===== src/rtl/phy_reg_free_list_pkg.sv =====
// phy_reg_free_list_pkg
//   Shared types and constants for the physical register free list.
//   The widths come from the project-wide PHYSICAL_REG_NUM_WIDTH and
//   MAX_NUM_OF_COMMITS defines. Defaults are supplied here only when the
//   surrounding build has not already defined them.
//   Optional feature macro used by the top: FREE_LIST_CHECK_EN.
`ifndef PHYSICAL_REG_NUM_WIDTH
`define PHYSICAL_REG_NUM_WIDTH 6
`endif
`ifndef MAX_NUM_OF_COMMITS
`define MAX_NUM_OF_COMMITS 2
`endif

package phy_reg_free_list_pkg;
  localparam int FL_PREG_W       = `PHYSICAL_REG_NUM_WIDTH;
  localparam int FL_COMMITS      = `MAX_NUM_OF_COMMITS;
  localparam int FL_ARCH_REG_NUM = 32;
  // Registers 0..ARCH-1 hold the reset mapping, so only the rest start free.
  localparam int FL_INIT_COUNT   = (2 ** FL_PREG_W) - FL_ARCH_REG_NUM;

  typedef enum logic {
    FL_INIT  = 1'b0,
    FL_READY = 1'b1
  } fl_state_t;
endpackage


===== src/rtl/phy_reg_free_list_compactor.sv =====
// fl_release_compactor
//   Combinational packing of the commit lanes that release a register.
//   A lane qualifies when commit_valid & commit_with_write. Qualifying lanes
//   are packed in lane order (lane 0 first) into rel_list[0..rel_n-1].
// Ports:
//   commit_valid         in  per-lane commit valid
//   commit_with_write    in  per-lane "instruction wrote a register"
//   commited_wr_register in  per-lane released register number
//   rel_list             out packed release list, slot 0 first
//   rel_n                out number of valid slots in rel_list
module fl_release_compactor
  import phy_reg_free_list_pkg::*;
#(
  parameter int W  = FL_PREG_W,
  parameter int N  = FL_COMMITS,
  parameter int NW = $clog2(N + 1)
) (
  input  logic [N-1:0]        commit_valid,
  input  logic [N-1:0]        commit_with_write,
  input  logic [N-1:0][W-1:0] commited_wr_register,
  output logic [N-1:0][W-1:0] rel_list,
  output logic [NW-1:0]       rel_n
);

  logic [N-1:0]         qual;
  logic [N-1:0][NW-1:0] pos;   // slot each lane lands in if it qualifies

  assign qual = commit_valid & commit_with_write;

  // Running prefix count: a lane's slot is the number of qualifying lanes
  // below it.
  always_comb begin
    logic [NW-1:0] acc;
    acc = '0;
    pos = '0;
    for (int i = 0; i < N; i++) begin
      pos[i] = acc;
      acc    = acc + NW'(qual[i]);
    end
    rel_n = acc;
  end

  // Slot-driven mux keeps every index a constant.
  always_comb begin
    rel_list = '0;
    for (int s = 0; s < N; s++)
      for (int i = 0; i < N; i++)
        if (qual[i] && pos[i] == NW'(s))
          rel_list[s] = commited_wr_register[i];
  end

endmodule


===== src/rtl/phy_reg_free_list.sv =====
// phy_reg_free_list
//   Circular free list of physical register numbers for the renamer.
//   After reset it spends one cycle per entry loading ARCH_REG_NUM..2**W-1
//   (INIT), then grants one register per cycle from the head and appends up
//   to MAX_NUM_OF_COMMITS released registers per cycle at the tail.
//   retire_head trails head by the allocations not yet committed; a flush
//   rewinds head to it, returning those registers to the pool.
//   Optional feature: define FREE_LIST_CHECK_EN to add the sticky fl_error
//   output (overflowing release, double release of an initially mapped
//   register, alloc_req before ready).
// Ports:
//   clk, reset           clock, synchronous active-high reset
//   alloc_req            renamer wants a destination register
//   alloc_valid          grant; the head pops at the clock edge
//   alloc_phy_reg        entry at the head (valid when can_rename)
//   can_rename           ready and list not empty
//   commit_valid         per-lane commit valid
//   commit_with_write    per-lane commit released a register
//   commited_wr_register per-lane released register number
//   flush                pipeline flush
//   ready                initialisation complete
//   free_count           number of free entries
//   fl_error             (FREE_LIST_CHECK_EN only) sticky protocol error
module phy_reg_free_list
  import phy_reg_free_list_pkg::*;
#(
  parameter int PHYSICAL_REG_NUM_WIDTH = FL_PREG_W,
  parameter int ARCH_REG_NUM           = FL_ARCH_REG_NUM,
  parameter int MAX_NUM_OF_COMMITS     = FL_COMMITS
) (
  input  logic                                                clk,
  input  logic                                                reset,
  input  logic                                                alloc_req,
  output logic                                                alloc_valid,
  output logic [PHYSICAL_REG_NUM_WIDTH-1:0]                   alloc_phy_reg,
  output logic                                                can_rename,
  input  logic [MAX_NUM_OF_COMMITS-1:0]                       commit_valid,
  input  logic [MAX_NUM_OF_COMMITS-1:0]                       commit_with_write,
  input  logic [MAX_NUM_OF_COMMITS-1:0][PHYSICAL_REG_NUM_WIDTH-1:0] commited_wr_register,
  input  logic                                                flush,
  output logic                                                ready,
`ifdef FREE_LIST_CHECK_EN
  output logic                                                fl_error,
`endif
  output logic [PHYSICAL_REG_NUM_WIDTH:0]                     free_count
);

  localparam int W        = PHYSICAL_REG_NUM_WIDTH;
  localparam int N        = MAX_NUM_OF_COMMITS;
  localparam int DEPTH    = 2 ** W;
  localparam int INIT_CNT = DEPTH - ARCH_REG_NUM;
  localparam int NW       = $clog2(N + 1);

  fl_state_t      state;
  logic [W-1:0]   mem [DEPTH];
  logic [W-1:0]   head, tail, retire_head;
  logic [W:0]     count;

  logic [N-1:0][W-1:0] rel_list;
  logic [NW-1:0]       rel_n;
  logic [W-1:0]        tail_next, retire_next;
  logic [W:0]          count_next;

  fl_release_compactor #(.W(W), .N(N), .NW(NW)) u_compactor (
    .commit_valid         (commit_valid),
    .commit_with_write    (commit_with_write),
    .commited_wr_register (commited_wr_register),
    .rel_list             (rel_list),
    .rel_n                (rel_n)
  );

  assign ready         = (state == FL_READY);
  assign can_rename    = ready & (count != '0);
  // Flush wins over a same-cycle request.
  assign alloc_valid   = alloc_req & can_rename & ~flush;
  assign alloc_phy_reg = mem[head];
  assign free_count    = count;

  assign tail_next   = tail + W'(rel_n);
  assign retire_next = retire_head + W'(rel_n);
  assign count_next  = count + (W+1)'(rel_n) - (W+1)'(alloc_valid);

  always_ff @(posedge clk) begin
    if (reset) begin
      state       <= FL_INIT;
      head        <= '0;
      tail        <= '0;
      retire_head <= '0;
      count       <= '0;
      mem[0]      <= '0;
    end else begin
      case (state)
        FL_INIT: begin
          // tail doubles as the init index: entry[i] = ARCH + i.
          mem[tail] <= W'(ARCH_REG_NUM) + tail;
          tail      <= tail + 1'b1;
          count     <= count + 1'b1;
          if (count == (W+1)'(INIT_CNT - 1))
            state <= FL_READY;
        end
        FL_READY: begin
          for (int k = 0; k < N; k++)
            if (rel_n > NW'(k))
              mem[tail + W'(k)] <= rel_list[k];
          tail        <= tail_next;
          retire_head <= retire_next;
          if (flush) begin
            // Everything between the (post-commit) retire point and the new
            // tail is free again.
            head  <= retire_next;
            count <= {1'b0, tail_next - retire_next};
          end else begin
            head  <= head + W'(alloc_valid);
            count <= count_next;
          end
        end
        default: state <= FL_INIT;
      endcase
    end
  end

`ifdef FREE_LIST_CHECK_EN
  // Bit set = register currently mapped. Registers below ARCH start mapped
  // by the reset map, so a release of one that is already clear means it
  // was freed twice without being handed out in between.
  logic [DEPTH-1:0] allocated;
  logic [W+1:0]     grow;
  logic [W:0]       arch_lim;

  assign grow     = {1'b0, count} + (W+2)'(rel_n) - (W+2)'(alloc_valid);
  assign arch_lim = (W+1)'(ARCH_REG_NUM);

  always_ff @(posedge clk) begin
    if (reset) begin
      fl_error  <= 1'b0;
      allocated <= '0;
      for (int i = 0; i < ARCH_REG_NUM; i++)
        allocated[i] <= 1'b1;
    end else begin
      if (alloc_req && !ready)
        fl_error <= 1'b1;
      if (ready) begin
        if (grow > (W+2)'(INIT_CNT))
          fl_error <= 1'b1;
        for (int k = 0; k < N; k++)
          if (rel_n > NW'(k) && ({1'b0, rel_list[k]} < arch_lim) &&
              !allocated[rel_list[k]])
            fl_error <= 1'b1;
        if (alloc_valid)
          allocated[alloc_phy_reg] <= 1'b1;
        for (int k = 0; k < N; k++)
          if (rel_n > NW'(k))
            allocated[rel_list[k]] <= 1'b0;
      end
    end
  end
`endif

endmodule


===== config.mk =====
export PLATFORM = sky130hd
export DESIGN_NAME = phy_reg_free_list
export DESIGN_NICKNAME = d
export VERILOG_FILES = /design/src/rtl/phy_reg_free_list_pkg.sv /design/src/rtl/phy_reg_free_list_compactor.sv /design/src/rtl/phy_reg_free_list.sv
export SDC_FILE = /design/constraint.sdc
export NUM_CORES = 1
export LEC_CHECK = 0
export BUFFER_PORTS_ARGS = -buffer_cell sky130_fd_sc_hd__buf_2
export CORE_UTILIZATION = 35
export CTS_CLUSTER_DIAMETER = 60
export DETAILED_ROUTE_END_ITERATION = 6
export GPL_ROUTABILITY_DRIVEN = 0
export GPL_TIMING_DRIVEN = 0
export PLACE_DENSITY = 0.57
export SYNTH_ARGS = -nofsm -noshare
export SYNTH_HDL_FRONTEND = slang
export SYNTH_SLANG_ARGS = --single-unit

===== constraint.sdc =====
create_clock -name clk -period 4.86 [get_ports clk]
set_input_delay 0.729 -clock clk [delete_from_list [all_inputs] [get_ports clk]]
set_output_delay 0.729 -clock clk [all_outputs]
set_load 0.01 [all_outputs]

## Yosys cells after proc, flatten, opt, wreduce, memory -nomap -nowiden

Memories as Yosys holds them, arrays and structs flattened. A register that Yosys moved wholly into a read port is not among the register bits.
Cells that the tools add are included.

| cells by class | value |
|---|---|
| add/subtract/negate cells | 10 |
| order comparisons | 2 |
| equal/unequal tests | 1 |
| muxes and demuxes | 28 |
| bitwise operators | 7 |
| reduce and logical (&&, ||, !) cells | 5 |

Operators with widths:

| kind | count |
|---|---|
| 2-to-1 mux 6 bit | 9 |
| 2-to-1 mux 1 bit | 16 |
| case mux 7 bit (2 select lines) | 1 |
| adder 6 x 2 -> 6 bit | 2 |
| case mux 6 bit (2 select lines) | 1 |
| adder 7 x 1 -> 7 bit, second input constant | 1 |
| adder 7 x 2 -> 7 bit | 1 |
| equality test 7 x 5 -> 1 bit, second input constant | 1 |
| 2-to-1 mux 7 bit | 1 |
| nonzero test 7 bit | 1 |
| subtractor 7 x 1 -> 7 bit | 1 |
| adder 6 x 1 -> 6 bit | 1 |
| adder 6 x 1 -> 6 bit, second input constant | 1 |
| adder 6 bit, first input constant | 1 |
| OR reduction 6 bit | 1 |
| subtractor 6 bit | 1 |
| greater-than comparator 2 x 1 -> 1 bit, second input constant | 2 |
| bitwise AND 1 bit | 3 |
| adder 1 x 1 -> 2 bit | 1 |
| bitwise AND 2 bit | 1 |
| logical AND 1 bit | 2 |
| zero test 2 bit | 1 |
| NOT 1 bit | 2 |
| bitwise OR 1 bit | 1 |

| word-level totals | value |
|---|---|
| register bits | 26 |
| bits in writable memories | 384 |
| input bits | 20 |
| output and inout port bits | 16 |
| memories | 1 |

Memories:

| memory | words | width | rd ports | clocked after Yosys merged registers in | write ports | RTL line | source |
|---|---|---|---|---|---|---|---|
| mem | 64 | 6 | 1 | 1 | 2 | phy_reg_free_list.sv:55 | `logic [W-1:0] mem [DEPTH];` |

## Depth between registers and ports, before layout

| logic depth | value |
|---|---|
| depth in word-level cells | 10 |
| gate-level depth with buffers | 13 |

## Cells and area by module

Synthesis repeated with hierarchy kept, for this count alone.

| second synthesis, totals | value |
|---|---|
| cells, all modules | 1596 |
| area, all modules | 22959.5 um2 |

By module, submodules not included:

| module | times used | cells an instance | area an instance (um2) | seq. area each (um2) |
|---|---|---|---|---|
| phy_reg_free_list | 1 | 1565 | 22776.8 | 12171.7 |
| fl_release_compactor | 1 | 31 | 182.7 | 0.0 |

## Least setup slack after synthesis

No wires, ideal clock.

| timing path | value |
|---|---|
| kind | in2reg |
| from | in commit_valid[0] |
| to | reg count[5], in the netlist free_count[5] |
| library setup time | 86 ps |
| data arrival time | 3571 ps |
| required time | 4774 ps |
| setup slack | 1203 ps |
| stages | 13 |
| buffers on the path | 2 |
| path through | and2_1 > clkbuf_1 > ha_1 > clkbuf_1 > inv_1 > fa_1 > xor2_1 > ha_1 > a21o_1 > a31o_2 > a31oi_1 > xnor3_1 > a211oi_1 |

| between the ends | value |
|---|---|
| cells in the longest elaborated chain, start to end | 6 |
| elaborated cells on any way between the ends | 9 |
| those cells by class | add/sub (6); mux (2); bitwise (1) |

RTL lines:

| item | RTL line | source |
|---|---|---|
| from (decl) | phy_reg_free_list.sv:37 | `input logic [MAX_NUM_OF_COMMITS-1:0] commit_valid,` |
| bitwise AND 2 bit (*) | phy_reg_free_list_compactor.sv:28 | `assign qual = commit_valid & commit_with_write;` |
| adder 1 x 1 -> 2 bit (*) | phy_reg_free_list_compactor.sv:38 | `acc = acc + NW'(qual[i]);` |
| adder 7 x 2 -> 7 bit, or another cell as far along | phy_reg_free_list.sv:81 | `assign count_next = count + (W+1)'(rel_n) - (W+1)'(alloc_valid);` |
| subtractor 7 x 1 -> 7 bit / subtractor 6 bit (equally long branches) | phy_reg_free_list.sv:81, phy_reg_free_list.sv:111 |  |
| 2-to-1 mux 7 bit (*) | phy_reg_free_list.sv:107 | `if (flush) begin` |
| case mux 7 bit (2 select lines) (*) | phy_reg_free_list.sv:92 | `case (state)` |
| to (signal assigned) | phy_reg_free_list.sv:97 | `count <= count + 1'b1;` |
| to (signal assigned) | phy_reg_free_list.sv:111 | `count <= {1'b0, tail_next - retire_next};` |
| to (signal assigned) | phy_reg_free_list.sv:114 | `count <= count_next;` |
| to (decl) | phy_reg_free_list.sv:57 | `logic [W:0] count;` |

Mark *: on every way between the ends. The rest lies on a longest branch, timed or not.
A chain may end at the register's enable or synchronous reset.

==> metrics.log <==
INFO  metric grt_antenna_before_repair = 5
INFO  metric mostFrequentLayoutCells = mux2i_1 (397), edfxtp_1 (384), clkbuf_1 (123)
INFO  metric area_growth_syn_to_layout = 13.1%
INFO  metric cts.reportedPaths.clkPinSlew = around 0.06 ns
INFO  metric regArea = between 10,000 and 15,000 sq um
INFO  metric drt-initial-drc-count = roughly 2,200
INFO  metric max_stage_delay = a little under 1 ns
INFO  metric hold_class = reg -> reg
INFO  metric critical_path.endpoint_type = flop
INFO  metric postLayoutSetupSlackWorst = -0.170 ns
INFO  metric grt_max_degree = 14
INFO  metric final_hold_viol_count = 0
INFO  metric top_reg_cell_synth = edfxtp_1
INFO  metric slowest_stage = nor2_1
INFO  metric timing.critical_path.cells = buf_2, and2_1, clkbuf_1, ha_1, clkbuf_1, nor4bb_1, nand2_1, nor2_1, nand2_1, o21ai_0
INFO  metric area_of_the_multi_input_gates = between 9000 and 10,000 sq um
INFO  metric post_synth_instance_area = 22,300 sq um
INFO  metric fillers = between 5,000 and 6,000
INFO  metric clkSinkCount = ~420
INFO  metric synth_fp_nets = roughly 1,700
INFO  metric synth_cells = 1,599
INFO  metric finalPower = between 7 and 8 mW
INFO  metric dpl_cell_area = about 24,000 sq um
INFO  metric placed_cells = approximately 2,500
INFO  metric final.setup.tns = -1.82 ns
INFO  metric kind_of_critical_path = in -> reg
INFO  metric fp.dieH = around 250 um
INFO  metric setup_repair_after_global_routing_missed_its_margin = true
INFO  metric clock_insertion_delay_worst_skew = 0.61 ns
INFO  metric first_global_vias = around 15,000
INFO  metric vdd_drop_max = roughly 0.2 mV
INFO  metric timing.final.setup_violations = 25
INFO  metric run_status = finished, violations left
INFO  metric synth_area_leader_cell = edfxtp_1
INFO  metric crit_arrival = approximately 5.3 ns
INFO  metric worst_hold_slack = around 0.51 ns
INFO  metric grt.overflow.total = 0
INFO  metric synth.yosys.seq_area_share = 54.6%
INFO  metric yosys.area.top_type_share = ~52%
INFO  metric critical-path-top-delay-family = simple AND/OR/NAND/NOR gates
INFO  metric vias = 15,655
INFO  metric utilization_after_layout = approximately two fifths
INFO  metric htree_num_levels = 2
INFO  metric timing.final.max_slew_violations = 0
INFO  metric worst_clock_skew = approximately 0.028 ns
INFO  metric synth_area_leaders = edfxtp_1 (52%), mux2i_1 (18%), mux4_2 (9.7%)
INFO  metric tritoncts_clock_tree = yes
INFO  metric clock-root-buffer = clkbuf_16
INFO  metric max_slew_headroom_at_the_worst_pin = under 10%
INFO  metric powerDensity = approximately 320 nW/um^2
INFO  metric cts_post_setup_buffers_inserted = 0
INFO  metric drt-wirelength-per-cell = 30.3 um
INFO  metric max-cap-violations = 0
INFO  metric floorplan.rows = just over 90
INFO  metric synth-async-reset-ratio = 0%
INFO  metric pre_cts_ws = -0.491 ns
INFO  metric final_antenna_net_count = 0
INFO  metric drc = 3
INFO  metric layout-drive-gt1-share = approximately 16%
INFO  metric postSynthRegisterBits = around 420
INFO  metric yosys_warnings = 0
INFO  metric violated_checks = design-rule violations, negative setup slack
INFO  metric detailedPlacementHpwl = between 50 and 60 mm
INFO  metric worst_setup_start_kind = input pin
INFO  metric cp.required = 5.08 ns
INFO  metric max_slew.worst_pin.slew = around 1.4 ns
INFO  metric die_w = 254 um
INFO  metric initial_core_utilization = ~35%
INFO  metric synthDistinctLibCells = 62
INFO  metric via_per_inst = slightly above 6
INFO  metric global_route.usage.total = roughly a quarter
INFO  metric grt_pass1_wl = around 110 mm
INFO  metric synth_edf_count = 384
INFO  metric syn-mean-instance-area = approximately 14 sq um
INFO  metric detail_route.wirelength = approximately 78 mm
INFO  metric placement.io_buffers = 34
INFO  metric clk_path_buf_depth = 3
INFO  metric path_max_fanout = 9
INFO  metric detailedRoute.firstPassIterationCount = 7
INFO  metric core_area = roughly 63,000 sq um
INFO  metric insertedDiodeCount = 0
INFO  metric most_common_cell_after_layout_fill_and_taps_aside = mux2i_1
INFO  metric period_minus_slack = 5.03 ns
INFO  metric postCtsHoldBufs = 0
INFO  metric timing.final.crit_share = 104%
INFO  metric critical_path.n_buffers_inverters = 3
INFO  metric layoutNonFillerInstCount = approximately 2,600
INFO  metric layout.nets = between 1,500 and 2,000
INFO  metric fmax = roughly 200 MHz
INFO  metric inserted_clock_buffers = 49
INFO  metric power.static_leakage = 9.00 nW
INFO  metric layout.cell_area.non_filler = about 25,000 sq um
INFO  metric ios = 36
INFO  metric area_of_the_die = around 65,000 sq um
==> path summary, 6_finish.rpt <==
check	from	endpoint	slack [ns]	depth (start not counted)
max	commit_valid[0]	mem[53][3]	-0.17	10
min	head[0]	flop	0.51	2
max reg2reg	tail[1]	mem[53][3]	0.47	6
min reg2reg	head[0]	flop	0.51	2
==> area by class of cell <==
type | count | share of cell area, %
Buffer | 140 | 2.26
Clock inverter | 30 | 0.953
Sequential cell | 416 | 48.3
Tap cell | 846 | 4.20
Clock buffer | 61 | 5.21
Timing Repair Buffer | 42 | 1.04
Multi-Input combinational cell | 1017 | 37.7
Inverter | 25 | 0.372
==> report_power, final <==
part           internal, mW  total (mW)  switching [mW]
Sequential             3.91        3.92         0.00971
Combinational         0.135       0.396           0.262
Clock                  2.08        3.65            1.57
==> Yosys cell counts (all sizes together), types with 5 or more instances <==
cell type,count
mux2i,397
edfxtp,384
clkbuf,119
mux4,96
nand2,77
nor2,68
o21ai,54
o22ai,36
nand3,35
dfxtp,32
ha,29
a21oi,28
inv,25
buf,22
nor3,20
a22oi,19
xnor2,19
a211oi,15
nand4,13
nor2b,13
xor2,13
and2,9
nand2b,8
a31oi,7
a21o,5
o21bai,5
or3,5
==> registers in the layout, summed over array words and instances (netlist names), named ones only <==
name / flops
tail: 6
free_count: 7
retire_head: 6
ready: 1
head: 6
mem: 384
==> worst reg2reg max path: stages (launching register included) <==
cell,delay [ns]
dfxtp_1,0.40
ha_1,0.29
nor4bb_1,0.69
nand2_1,0.35
nor2_1,0.99
nand2_1,0.63
o21ai_0,0.67
==> logic make-up after synthesis <==
logic type / count (synthesis) / synth area share [%]
flops: 416 / 54.6
fa+ha+maj: 33 / 1.99
mux: 494 / 27.6
compound gates: 196 / 5.66
simple gates: 261 / 5.82
buf+inv: 166 / 2.89
xor+xnor: 33 / 1.46
==> repair_timing <==
item,in CTS,in global routing
gates resized for setup,6,5
setup endpoints to repair,6,78
endpoints found under the hold margin,0,0
==> layer usage <==
layer,up-vias,routed length (um),global-route usage (%)
li1,6424,-,-
met1,7998,31900,32.9
met2,1003,34700,37.4
met3,230,7950,5.58
met4,0,3600,9.85
met5,-,0,0
(Power assumes the default switching activity.)
